[src/rtl/periph_rr_arbiter.sv]
// periph_rr_arbiter
// Shares one valid/ready peripheral port among NUM_MASTERS requesters.
// Arbitration is round-robin with one transaction in flight at a time.
// Slave-side outputs are registered, and a watchdog completes a hung
// transaction with an error response.
// Each transaction walks IDLE -> BUSY -> DONE -> IDLE. DONE does not sample
// requests, which gives the master that was just served one cycle to drop
// m_valid before the next arbitration.

module periph_rr_arbiter #(
    parameter int          NUM_MASTERS    = 2,             // legal 2..4
    parameter int          TIMEOUT_CYCLES = 256,           // 0 disables the watchdog
    parameter logic [31:0] ERR_RDATA      = 32'hDEAD_BEEF  // read data on timeout
) (
    input  logic                      clk,
    input  logic                      reset,
    // requester side, master i packed at [32i+31:32i] / [4i+3:4i]
    input  logic [NUM_MASTERS-1:0]    m_valid,
    input  logic [32*NUM_MASTERS-1:0] m_addr,
    input  logic [32*NUM_MASTERS-1:0] m_wdata,
    input  logic [4*NUM_MASTERS-1:0]  m_wstrb,
    output logic [NUM_MASTERS-1:0]    m_ready,
    output logic [NUM_MASTERS-1:0]    m_err,
    output logic [31:0]               m_rdata,
    // peripheral side
    output logic                      s_valid,
    input  logic                      s_ready,
    output logic [31:0]               s_addr,
    output logic [31:0]               s_wdata,
    output logic [3:0]                s_wstrb,
    input  logic [31:0]               s_rdata,
    // debug
    output logic [1:0]                grant_id
);

    // ------------------------------------------------------------------
    // Constants
    // ------------------------------------------------------------------
    localparam logic [1:0] ST_IDLE = 2'd0;
    localparam logic [1:0] ST_BUSY = 2'd1;
    localparam logic [1:0] ST_DONE = 2'd2;

    // The counter only has to reach TIMEOUT_CYCLES-1.
    localparam int               CNT_W     = (TIMEOUT_CYCLES > 1) ? $clog2(TIMEOUT_CYCLES) : 1;
    localparam bit               TO_EN     = (TIMEOUT_CYCLES != 0);
    localparam logic [CNT_W-1:0] TO_LAST   = TO_EN ? CNT_W'(TIMEOUT_CYCLES - 1) : '0;
    // With the last-served pointer at the top index, master 0 wins first after reset.
    localparam logic [1:0]       LAST_INIT = 2'(NUM_MASTERS - 1);

    // ------------------------------------------------------------------
    // State
    // ------------------------------------------------------------------
    logic [1:0]       state_q;
    logic [1:0]       state_d;
    logic [CNT_W-1:0] cnt_q;
    logic [1:0]       last_q;

    // Arbitration result
    logic             pick_vld;
    logic [1:0]       pick_idx;
    logic [31:0]      pick_addr;
    logic [31:0]      pick_wdata;
    logic [3:0]       pick_wstrb;

    // Completion decode
    logic             in_idle;
    logic             in_busy;
    logic             start;
    logic             done_ok;
    logic             done_to;
    logic             done_any;
    logic [NUM_MASTERS-1:0] grant_oh;

    // Round-robin pick: scan last+1, last+2, ... and keep the first requester found.
    always_comb begin
        // NOTE: every output of a combinational block gets a default first, so no path can leave it unassigned and infer a latch.
        pick_vld   = 1'b0;
        pick_idx   = '0;
        pick_addr  = '0;
        pick_wdata = '0;
        pick_wstrb = '0;
        for (int k = 1; k <= NUM_MASTERS; k++) begin
            for (int i = 0; i < NUM_MASTERS; i++) begin
                if (!pick_vld && m_valid[i] &&
                    (((int'(last_q) + k) % NUM_MASTERS) == i)) begin
                    pick_vld   = 1'b1;
                    pick_idx   = 2'(i);
                    pick_addr  = m_addr[32*i +: 32];
                    pick_wdata = m_wdata[32*i +: 32];
                    pick_wstrb = m_wstrb[4*i +: 4];
                end
            end
        end
    end

    assign in_idle  = (state_q == ST_IDLE);
    assign in_busy  = (state_q == ST_BUSY);
    assign start    = in_idle && pick_vld;
    // s_ready takes priority over a timeout that would fire in the same cycle.
    assign done_ok  = in_busy && s_ready;
    assign done_to  = in_busy && !s_ready && TO_EN && (cnt_q == TO_LAST);
    assign done_any = done_ok || done_to;

    // One-hot decode of the granted master for the completion pulses.
    always_comb begin
        grant_oh = '0;
        for (int i = 0; i < NUM_MASTERS; i++) begin
            grant_oh[i] = (grant_id == 2'(i));
        end
    end

    // Next-state logic: DONE always returns to IDLE and never arbitrates.
    always_comb begin
        state_d = state_q;
        case (state_q)
            ST_IDLE: if (pick_vld) state_d = ST_BUSY;
            ST_BUSY: if (done_any) state_d = ST_DONE;
            ST_DONE: state_d = ST_IDLE;
            default: state_d = ST_IDLE;
        endcase
    end

    // Control registers: FSM state, watchdog counter, grant and last-served pointer.
    always_ff @(posedge clk) begin
        // NOTE: clocked state is updated with non-blocking assignments, so every register samples pre-edge values.
        if (reset) begin
            state_q  <= ST_IDLE;
            cnt_q    <= '0;
            last_q   <= LAST_INIT;
            grant_id <= '0;
        end else begin
            state_q <= state_d;
            if (start) begin
                grant_id <= pick_idx;
                cnt_q    <= '0;
            end else if (in_busy) begin
                cnt_q <= cnt_q + CNT_W'(1);
            end
            if (done_any) begin
                last_q <= grant_id;
            end
        end
    end

    // Peripheral request registers: loaded on grant and held until completion.
    always_ff @(posedge clk) begin
        if (reset) begin
            s_valid <= 1'b0;
            s_addr  <= '0;
            s_wdata <= '0;
            s_wstrb <= '0;
        end else if (start) begin
            s_valid <= 1'b1;
            s_addr  <= pick_addr;
            s_wdata <= pick_wdata;
            s_wstrb <= pick_wstrb;
        end else if (done_any) begin
            s_valid <= 1'b0;
        end
    end

    // Master response registers: single-cycle ready/err pulses; rdata holds until the next completion.
    always_ff @(posedge clk) begin
        if (reset) begin
            m_ready <= '0;
            m_err   <= '0;
            m_rdata <= '0;
        end else begin
            m_ready <= '0;
            m_err   <= '0;
            if (done_ok) begin
                m_ready <= grant_oh;
                m_rdata <= s_rdata;
            end else if (done_to) begin
                m_ready <= grant_oh;
                m_err   <= grant_oh;
                m_rdata <= ERR_RDATA;
            end
        end
    end

endmodule

[config.mk]
export PLATFORM = sky130hd
export DESIGN_NAME = periph_rr_arbiter
export DESIGN_NICKNAME = d
export VERILOG_FILES = /design/src/rtl/periph_rr_arbiter.sv
export SDC_FILE = /design/constraint.sdc
export NUM_CORES = 1
export LEC_CHECK = 0
export ABC_CLOCK_PERIOD_IN_PS = 1780
export CORE_ASPECT_RATIO = 0.6
export CORE_MARGIN = 5
export CORE_UTILIZATION = 38
export DETAILED_ROUTE_END_ITERATION = 12
export GPL_ROUTABILITY_DRIVEN = 0
export PLACE_DENSITY = 0.8
export SLEW_MARGIN = 20
export SYNTH_ARGS = -nofsm -noshare
export SYNTH_HDL_FRONTEND = slang
export SYNTH_SLANG_ARGS = --single-unit
[constraint.sdc]
create_clock -name clk -period 1.78 [get_ports clk]
set_input_delay 0.356 -clock clk [delete_from_list [all_inputs] [get_ports clk]]
set_output_delay 0.356 -clock clk [all_outputs]
set_load 0.02 [all_outputs]
==> results.yml <==
placed_design:
  placed_area_um2: 7840
  dp.cells: 956
  dp_slack_ns: -0.176
  place.detailed.hpwl_um: 13600
  portBuffers: 278
timing:
  slew_violations: 0
  final_hold_viol_count: 0
  finalSetupTns_ns: 0
  layout_min_cycle_time_ns: 1.74
  final.hold.worst_slack_ns: 0.484
  setup_ws_ns: 0.0392
  period_share: 0.978
  rsz0062_at_grt: "no"
  max_freq_mhz: 574
  setup_violations: 0
  finClkSkew_ns: 0.0112
floorplan:
  die_area_um2: 15200
  coreArea_um2: 12300
  pin_count: 280
  die_x_um: 156
  start_util: 0.395
  fp.dieH_um: 97.5
  rows: 31
worst_setup_path:
  cpMaxStageDelayCell: "clkdlybuf4s50_1"
  max_stage_delay_ns: 0.64
  startpoint_type: "register"
  arrival_ns: 1.38
  crit_fanout: 2
  critical_path_buf_inv_count: 1
  timing.critical_path.to_type: "output pin"
  cp_top_family: "buffers and inverters"
  crit_type: "reg -> out"
  crit_chain: "clkdlybuf4s50_1"
  critPathRequiredTime_ns: 1.42
clocking:
  cts.clk_slew.worst_paths_ns: 0.06
  clkLatencyLatePin_ns: 0.40
  cts.sinks: 117
  cts-htree-levels: 4
  cts_tree: "built"
  cts_made_buffers: 17
  cts_buffer_depth: 2
  hold_buffers: 0
  cts-root-buf: "clkbuf_16"
logic_synthesis:
  ys_ff_latch: 117
  ys_types: 41
  syn-cell-area_um2: 4850
  syn_nets: 712
  ys_seq_area_frac: 0.483
  yosys_warnings: 0
  syn_avg_cell_area_um2: 9.01
  synthCells: 538
power_and_ir_drop:
  ir_drop_uv: 652
  powerDensity_nw_per_um2: 991
  p_leak_nw: 3.34
  power_mw: 8.38
drt:
  vias: 5305
  post_drt_via_cell_ratio: 5.37
  drt_first_iter_violations: 327
  drc: 0
  dr.pass1.iters: 4
  wire_per_inst_um: 18.3
  ant_nets: 0
  finalWirelength_um: 18100
layout:
  num_antenna_cells: 0
  final_net_count: 984
  drive_above_1_share: 0.0779
  finish.utilization: 0.690
  stdcell_area_um2: 8450
  syn2layout_area_growth_pct: 74.4
  fill_cells: 924
  final_cells: 987
status:
  status: "complete, no violations"
global_routing:
  antenna_found_initial: 0
  grt_pass1_wl_um: 28200
  grt_overflow_total: 0
  grt_max_degree: 52
  grt_usage: 0.229
  grt_pass1_vias: 5392
job:
  cap_violations: 0
min_path:
  hold_class: "reg -> reg"
[cell type report]
cell class	instances	area, µm²	share of cell area
clock inverters	9	125	0.0148
multi-input cells	306	1970	0.233
inverters	63	236	0.0280
repair buffers	305	3090	0.365
flip-flops and latches	117	2340	0.277
clock buffers	22	484	0.0573
well taps	165	206	0.0244
[final timing paths]
| path | slack (ns) | to | cells after the start | start |
|---|---|---|---|---|
| setup reg to reg | 0.18 | s_wdata[25] | 4 | state_q[0] |
| hold / removal | 0.48 | s_wstrb[3] | 1 | s_wstrb[3] |
| setup / recovery | 0.04 | m_rdata[14] | 1 | m_rdata[14] |
| hold reg to reg | 0.48 | s_wstrb[3] | 1 | s_wstrb[3] |
[Yosys cell counts, drive strengths merged]
| master | number | area, µm² |
|---|---|---|
| dfxtp | 117 | 2340 |
| inv | 63 | 236 |
| a221o | 62 | 621 |
| nor3 | 62 | 310 |
| a21oi | 39 | 199 |
| buf | 37 | 249 |
| o21ai | 36 | 180 |
| nor2 | 29 | 116 |
| clkbuf | 15 | 57.6 |
| nand4 | 15 | 93.8 |
| nand2 | 11 | 41.3 |
| o311ai | 8 | 70.1 |
| a31oi | 7 | 43.8 |
| or3 | 5 | 31.3 |
| nand2b | 3 | 18.8 |
| nand3 | 3 | 15.0 |
| nand3b | 3 | 22.5 |
| o31ai | 3 | 22.5 |
| and4 | 2 | 17.5 |
| or2 | 2 | 12.5 |
| or4 | 2 | 15.0 |
| xor2 | 2 | 17.5 |
| a21bo | 1 | 10.0 |
| and2 | 1 | 6.26 |
| and3 | 1 | 6.26 |
| and3b | 1 | 8.76 |
| conb | 1 | 3.75 |
| ha | 1 | 12.5 |
| mux2i | 1 | 10.0 |
| nand4b | 1 | 23.8 |
| nor3b | 1 | 7.51 |
| nor4 | 1 | 6.26 |
| o2bb2ai | 1 | 8.76 |
| o41ai | 1 | 8.76 |
[per-layer routing]
layer / global-route usage / vias to the layer above / part of all wire
met1: 0.275 / 2523 / 0.41
met2: 0.388 / 242 / 0.48
met5: 0 / - / 0
met3: 0.0561 / 35 / 0.076
li1: - / 2505 / -
met4: 0.0975 / 0 / 0.025
[registers in the layout (all words and copies together) (netlist names)]
name and count:
s_valid 1, s_addr 32, m_rdata 32, grant_id 1, s_wstrb 4, cnt_q 8, m_err 2, s_wdata 32
m_ready 2, state_q 2, last_q 1
[logic make-up after synthesis]
group                    share of synthesized area
AO/OA/AOI/OAI                                0.240
AND/OR/NAND/NOR                              0.155
flip-flops                                   0.483
buffers and inverters                        0.112
XOR/XNOR                                   0.00362
adder cells (fa/ha/maj)                    0.00258
other                                     0.000774
multiplexers                               0.00207
[where the power goes]
part	switching, mW	internal [mW]	leakage (nW)
clock network	1.16	2.33	0.298
logic	0.871	1.00	2.09
registers	0.146	2.86	0.961
[repair_timing]
item	4_1_cts	5_1_grt
endpoints found under the setup margin	0	1
endpoints found under the hold margin	0	0
setup buffers	0	0
gates resized for setup	0	1
[placed cells by master (no fill, tap or decap), types with 2 or more instances in the layout]
cell type and count:
xor2_1 2, clkbuf_8 4, o311ai_0 8, or4_1 2, a221o_1 62, nand3_1 3
a31oi_1 7, o21ai_0 35, a21oi_1 38, buf_4 19, dfxtp_1 117, inv_1 63
nand2b_1 3, or3_1 4, bufinv_16 3, nor3_1 62, nor2_1 28, nand2_1 11
clkdlybuf4s50_1 277, buf_12 8, o31ai_1 3, clkinvlp_4 2, nand4_1 15, clkbuf_16 17
nand3b_1 3, clkinv_2 4
No activity file was read; power rests on OpenSTA's default activity.
